File: src/rtl/zone_write_scheduler.sv
// zone_write_scheduler: arbitrates the dimming-algorithm stream (A) and the host path (B)
// onto the single MiniLED zone-write port. Write latency is 1 cycle (handshake N -> light_wr N+1).
// Backpressure: readies are low while a frame commit/hold-off is in progress and when reset is asserted.
//
// Ports:
//   I_clk, I_rst              clock, synchronous active-high reset
//   a_valid/a_ready/a_index/a_gray/a_last     algorithm frame stream
//   b_valid/b_ready/b_index/b_gray/b_commit   host single-zone writes
//   light/light_index/light_wr                registered zone write to the driver
//   light_refresh                             one-cycle frame commit pulse
//   busy                                      high during COMMIT and HOLD
//   err_cnt                                   saturating count of dropped out-of-range beats
module zone_write_scheduler #(
   parameter int ZONES   = 384,
   parameter int GRAY_W  = 16,
   parameter int HOLDOFF = 64
) (
   input  logic              I_clk,
   input  logic              I_rst,
   input  logic              a_valid,
   output logic              a_ready,
   input  logic [8:0]        a_index,
   input  logic [GRAY_W-1:0] a_gray,
   input  logic              a_last,
   input  logic              b_valid,
   output logic              b_ready,
   input  logic [8:0]        b_index,
   input  logic [GRAY_W-1:0] b_gray,
   input  logic              b_commit,
   output logic [GRAY_W-1:0] light,
   output logic [8:0]        light_index,
   output logic              light_wr,
   output logic              light_refresh,
   output logic              busy,
   output logic [7:0]        err_cnt
);

   // +1 keeps the counter at least one bit wide when HOLDOFF is 1.
   localparam int         CNT_W   = $clog2(HOLDOFF + 1);
   localparam logic [9:0] ZONES_L = 10'(ZONES);

   typedef enum logic [1:0] {IDLE, RUN, COMMIT, HOLD} state_t;

   state_t             state_q, state_d;
   logic               rr_q, rr_d;          // 0 = A has priority, 1 = B
   logic [CNT_W-1:0]   cnt_q, cnt_d;

   logic               hs;
   logic               beat_flag;
   logic               beat_in_range;
   logic [8:0]         beat_idx;
   logic [GRAY_W-1:0]  beat_gray;

   logic [GRAY_W-1:0]  light_q;
   logic [8:0]         light_index_q;
   logic               light_wr_q;
   logic [7:0]         err_cnt_q;

   // ---------------- FSM: state register ----------------
   always_ff @(posedge I_clk) begin
      if (I_rst) begin
         state_q <= IDLE;
         rr_q    <= 1'b0;
         cnt_q   <= '0;
      end else begin
         state_q <= state_d;
         rr_q    <= rr_d;
         cnt_q   <= cnt_d;
      end
   end

   // ---------------- FSM: next state ----------------
   always_comb begin
      state_d = state_q;
      rr_d    = rr_q;
      cnt_d   = cnt_q;
      case (state_q)
         IDLE, RUN: begin
            if (hs) begin
               if (beat_flag) begin
                  state_d = COMMIT;
               end else if (a_ready) begin
                  state_d = RUN;
               end
            end
            // Only a contended grant moves the priority pointer.
            if (a_valid && b_valid) begin
               rr_d = ~rr_q;
            end
         end
         COMMIT: begin
            cnt_d   = CNT_W'(HOLDOFF - 1);
            state_d = HOLD;
         end
         HOLD: begin
            if (cnt_q == '0) begin
               state_d = IDLE;
            end else begin
               cnt_d = cnt_q - CNT_W'(1);
            end
         end
         default: state_d = IDLE;
      endcase
   end

   // ---------------- FSM: outputs ----------------
   always_comb begin
      logic grant_ok;
      grant_ok      = !I_rst && ((state_q == IDLE) || (state_q == RUN));
      a_ready       = grant_ok && a_valid && (!b_valid || !rr_q);
      b_ready       = grant_ok && b_valid && (!a_valid ||  rr_q);
      busy          = (state_q == COMMIT) || (state_q == HOLD);
      light_refresh = (state_q == COMMIT);
   end

   // Beat selection: at most one ready is high in any cycle.
   always_comb begin
      hs            = a_ready || b_ready;
      beat_idx      = b_ready ? b_index  : a_index;
      beat_gray     = b_ready ? b_gray   : a_gray;
      beat_flag     = b_ready ? b_commit : a_last;
      beat_in_range = ({1'b0, beat_idx} < ZONES_L);
   end

   // ---------------- write datapath ----------------
   always_ff @(posedge I_clk) begin
      if (I_rst) begin
         light_q       <= '0;
         light_index_q <= '0;
         light_wr_q    <= 1'b0;
         err_cnt_q     <= '0;
      end else begin
         light_wr_q <= hs && beat_in_range;
         if (hs && beat_in_range) begin
            light_q       <= beat_gray;
            light_index_q <= beat_idx;
         end
         // Out-of-range beats are dropped but still counted; the count saturates.
         if (hs && !beat_in_range && (err_cnt_q != 8'hFF)) begin
            err_cnt_q <= err_cnt_q + 8'd1;
         end
      end
   end

   assign light       = light_q;
   assign light_index = light_index_q;
   assign light_wr    = light_wr_q;
   assign err_cnt     = err_cnt_q;

endmodule
File: config.mk
export PLATFORM = sky130hd
export DESIGN_NAME = zone_write_scheduler
export DESIGN_NICKNAME = d
export VERILOG_FILES = /design/src/rtl/zone_write_scheduler.sv
export SDC_FILE = /design/constraint.sdc
export NUM_CORES = 1
export LEC_CHECK = 0
export CORE_MARGIN = 2
export CORE_UTILIZATION = 40
export CTS_CLUSTER_SIZE = 25
export DETAILED_ROUTE_END_ITERATION = 6
export GPL_TIMING_DRIVEN = 0
export PLACE_DENSITY = 0.77
export SETUP_SLACK_MARGIN = 0.05
export SLEW_MARGIN = 30
export SYNTH_ARGS = -nofsm -noshare
export SYNTH_HDL_FRONTEND = slang
export SYNTH_SLANG_ARGS = --single-unit
File: constraint.sdc
create_clock -name I_clk -period 8.7 [get_ports I_clk]
set_clock_uncertainty 0.2 [all_clocks]
set_input_delay 2.61 -clock I_clk [delete_from_list [all_inputs] [get_ports I_clk]]
set_output_delay 2.61 -clock I_clk [all_outputs]
set_load 0.1 [all_outputs]
==> results summary <==
The clock-pin slew on the worst setup and hold paths is 0.08 ns. The buffer levels on the longest clock path came out at 2. The mux contribution to synthesized area came out at 12.3%. Counting every instance in the synthesized netlist gives 221.

The weighted congestion at the end of routability-driven global placement came out at 0.800. The category of the worst setup path launch point is an input port. The number of buffers inserted during clock tree synthesis came out at 5.

The number of antenna violations at the first check in global routing is 0. The flow ran to the end, and the final reports show no timing, DRC or antenna violations. The share of the clock period used by the worst path came out at 93.8%. The total via count after detailed routing came out at 1986. The via density per instance came out at 5.08. The clock network latency to the later pin of the worst-skew pair is 0.30 ns. The number of antenna cells inserted came out at 0. The share of power burned in combinational logic came out at 37.4%. The number of flops mapped to enable cells by yosys is 0. The worst setup path is of the in2out kind.

The synthesized-area fraction occupied by adder cells is 1.77%. The count of final setup violators is 0. The synthesized netlist devotes 15.8% of its cell area to simple gates. The xor and xnor fraction of the mapped netlist area came out at 2.48%.

TritonCTS built the clock tree. The number of nets with antenna violations after detailed routing is 0. The number of H-tree levels is 2. The CTS root buffer is sky130_fd_sc_hd__clkbuf_8. The share of post-route cells with drive strength above 1 is 11.2%.

In the post-route analysis, the smallest setup slack over all paths is 0.542 ns. The main combinational cell family by area after synthesis is compound AO/OA/AOI/OAI gates. The count of synthesis-stage warnings from yosys is 0. The pre-antenna-repair detailed-routing pass consisted of 4 iterations. The overall die area came out at 0.00589 mm^2.

The overall routed net length came out at 5510 um. The I/O pin count came out at 94. When the netlist entered floorplanning its net count stood at 280. The most used flip-flop cell after synthesis is sky130_fd_sc_hd__dfxtp_1. The switching share of total power is 38.6%.

The average cell area after synthesis came out at 9.57 um^2. The reported net switching power is 0.222 mW. In this run the worst hold path is classified as reg2reg.

The first-pass GRT wire length came out at 9250 um. The hold violation total from the final report came out at 0. The share of synthesized area occupied by flip-flops and latches is 41.6%. The cell row count came out at 26. Measured against its own limit, the worst slew margin works out to 33.3%. Max-cap violations in this run came to 0. The floorplan core area is 0.00511 mm^2. STA classifies the critical path endpoint as an output port. The routed length per placed instance came out at 14.1 um. Data on the critical path is required at its endpoint by 5.89 ns. The number of global-route vias before repair came out at 1947. The maximum fanout along the worst path is 7.

The maximum clock frequency came out at 123 MHz. The accumulated negative setup slack came out at 0 ns. The final critical-path required period is 8.16 ns. The share of the core filled with cells in the final layout is 63.0%. Timing analysis after detailed placement gives a worst setup slack of 0.531 ns. Once the floorplan was initialized, standard cells occupied 41.4% of the core. The total global routing overflow came out at 0.

Once the clock tree was built, the setup fixing pass inserted 0 buffers. The register-to-register setup slack came out at 6.45 ns. From left edge to right edge, the die measures 76.7 um.

The area added between synthesis and finish came out at 52.0%. The mapped cell area is 0.00212 mm^2. In this run, post-CTS repair resized a total of 0 instances.

The worst hold margin is 0.293 ns. The largest net degree at the start of global routing came out at 14. The number of DRC violations after detailed routing came out at 0. Per report_power, the sequential group accounts for 39.6% of the total. For the pin with the worst max-slew slack, the measured transition is 0.998 ns. The distinct cell type count of the synthesized netlist came out at 44. The leakage power is 1.29 nW.

Setup repair after global routing left no endpoint under its margin. For this design the ratio of total power to cell area is 179 mW/mm^2. The combined global-route utilization of all metal layers is 19.1%. The post-synthesis sequential element count came out at 44.

The internal power contribution came out at 0.352 mW. The quantity of I/O buffers inserted on ports came out at 92. Clock tree synthesis found a total of 44 sinks. The post-DP HPWL came out at 4250 um. For this design, the CTS-stage hold fixing added 0 buffers. The vertical die dimension is 76.7 um. The area fraction in compound gates after synthesis is 20.9%. The arrival time at the worst endpoint came out at 5.35 ns. Summing all placed instances gives a cell area of 0.00312 mm^2. The post-route cell area is 0.00322 mm^2. Counting flops with an async set or reset pin after synthesis yields a share of 0%. VDD sags by at most 0.0851 mV.

The violation count after the first detailed-route iteration came out at 69. The final layout net count came out at 379. The max-slew violation count is 0. The share of total power dissipated in the clock network is 23.1%.
[state kept, by name, summed over array words and instances, names as in the netlist]
| signal | flops |
|---|---|
| cnt_q | 7 |
| rr_q | 1 |
| light_index | 9 |
| state_q | 2 |
| err_cnt | 8 |
| light | 16 |
| light_wr | 1 |
[power groups by stage]
stage	registers, mW	logic (mW)	clock network [mW]
after global routing	0.229	0.227	0.143
after detailed placement	0.232	0.215	0
final	0.227	0.215	0.132
after global placement	0.231	0.212	0
after CTS	0.227	0.216	0.136
after floorplan	0.312	0.0712	0
[kinds of logic after synthesis]
| logic type | count (synthesis) |
|---|---|
| compound gates | 54 |
| xor+xnor | 6 |
| buf+inv | 22 |
| flops | 44 |
| simple gates | 66 |
| fa+ha+maj | 3 |
| mux | 26 |
[synthesized netlist by cell type (all sizes together), types with 3 or more instances]
cell,number,area (um^2)
xor2,4,35.0
buf,11,66.3
a211oi,27,253
nand2,9,33.8
ha,3,37.5
a21oi,10,50.1
nand3,5,25.0
dfxtp,44,881
nor2b,3,18.8
nor2,30,113
inv,6,22.5
mux2i,26,260
nor3,6,46.3
clkbuf,5,18.8
[final cells by class]
cell class	count	area, um^2
Buffer	16	85.1
Clock buffer	6	82.6
Clock inverter	2	10.0
Fill cell	426	1890
Inverter	6	22.5
Multi-Input combinational cell	155	1130
Sequential cell	44	881
Tap cell	70	87.6
Timing Repair Buffer	92	921
[metal layers]
| layer | global-route usage, % | up-vias | routed length (um) |
|---|---|---|---|
| met5 | 0 | - | 0 |
| met4 | 7.45 | 0 | 82 |
| met3 | 5.65 | 7 | 392 |
| met2 | 31.1 | 67 | 2530 |
| met1 | 23.6 | 913 | 2500 |
| li1 | - | 999 | - |
[path summary, 6_finish.rpt]
| path | cells past startpoint | start | endpoint |
|---|---|---|---|
| max | 6 | b_valid | b_ready |
| min | 1 | cnt_q[6]$_SDFFE_PP0P_ | cnt_q[6]$_SDFFE_PP0P_ |
| max reg2reg | 5 | cnt_q[2]$_SDFFE_PP0P_ | cnt_q[4]$_SDFFE_PP0P_ |
| min reg2reg | 1 | cnt_q[6]$_SDFFE_PP0P_ | cnt_q[6]$_SDFFE_PP0P_ |
[worst max-delay path: stages]
cell and delay [ns]:
sky130_fd_sc_hd__clkdlybuf4s50_1 0.53, sky130_fd_sc_hd__or3b_4 0.42, sky130_fd_sc_hd__or2_2 0.27, sky130_fd_sc_hd__buf_2 0.18, sky130_fd_sc_hd__inv_1 0.17, sky130_fd_sc_hd__clkdlybuf4s50_1 1.16
[cells in the final DEF, fill, tap and decap left out, types with 3 or more instances in the layout]
| cell | instances |
|---|---|
| sky130_fd_sc_hd__clkdlybuf4s50_1 | 92 |
| sky130_fd_sc_hd__dfxtp_1 | 44 |
| sky130_fd_sc_hd__nor2_1 | 30 |
| sky130_fd_sc_hd__mux2i_1 | 26 |
| sky130_fd_sc_hd__a211oi_1 | 17 |
| sky130_fd_sc_hd__a21oi_1 | 10 |
| sky130_fd_sc_hd__a211oi_2 | 10 |
| sky130_fd_sc_hd__nand2_1 | 9 |
| sky130_fd_sc_hd__buf_2 | 8 |
| sky130_fd_sc_hd__inv_1 | 6 |
| sky130_fd_sc_hd__clkbuf_8 | 6 |
| sky130_fd_sc_hd__clkbuf_1 | 5 |
| sky130_fd_sc_hd__nand3_1 | 5 |
| sky130_fd_sc_hd__xor2_1 | 4 |
| sky130_fd_sc_hd__nor3_1 | 4 |
| sky130_fd_sc_hd__nor2b_1 | 3 |
| sky130_fd_sc_hd__ha_1 | 3 |
[per-stage QoR]
| step | std cells | power, mW |
|---|---|---|
| 6_report | 391 | 0.574 |
| 5_1_grt | 391 | 0.599 |
| 4_1_cts | 391 | 0.579 |
| 3_5_place_dp | 383 | 0.447 |
| 3_3_place_gp | 383 | 0.444 |
| 2_1_floorplan | 221 | 0.383 |
Note: power is estimated with default switching activity, not from simulation.
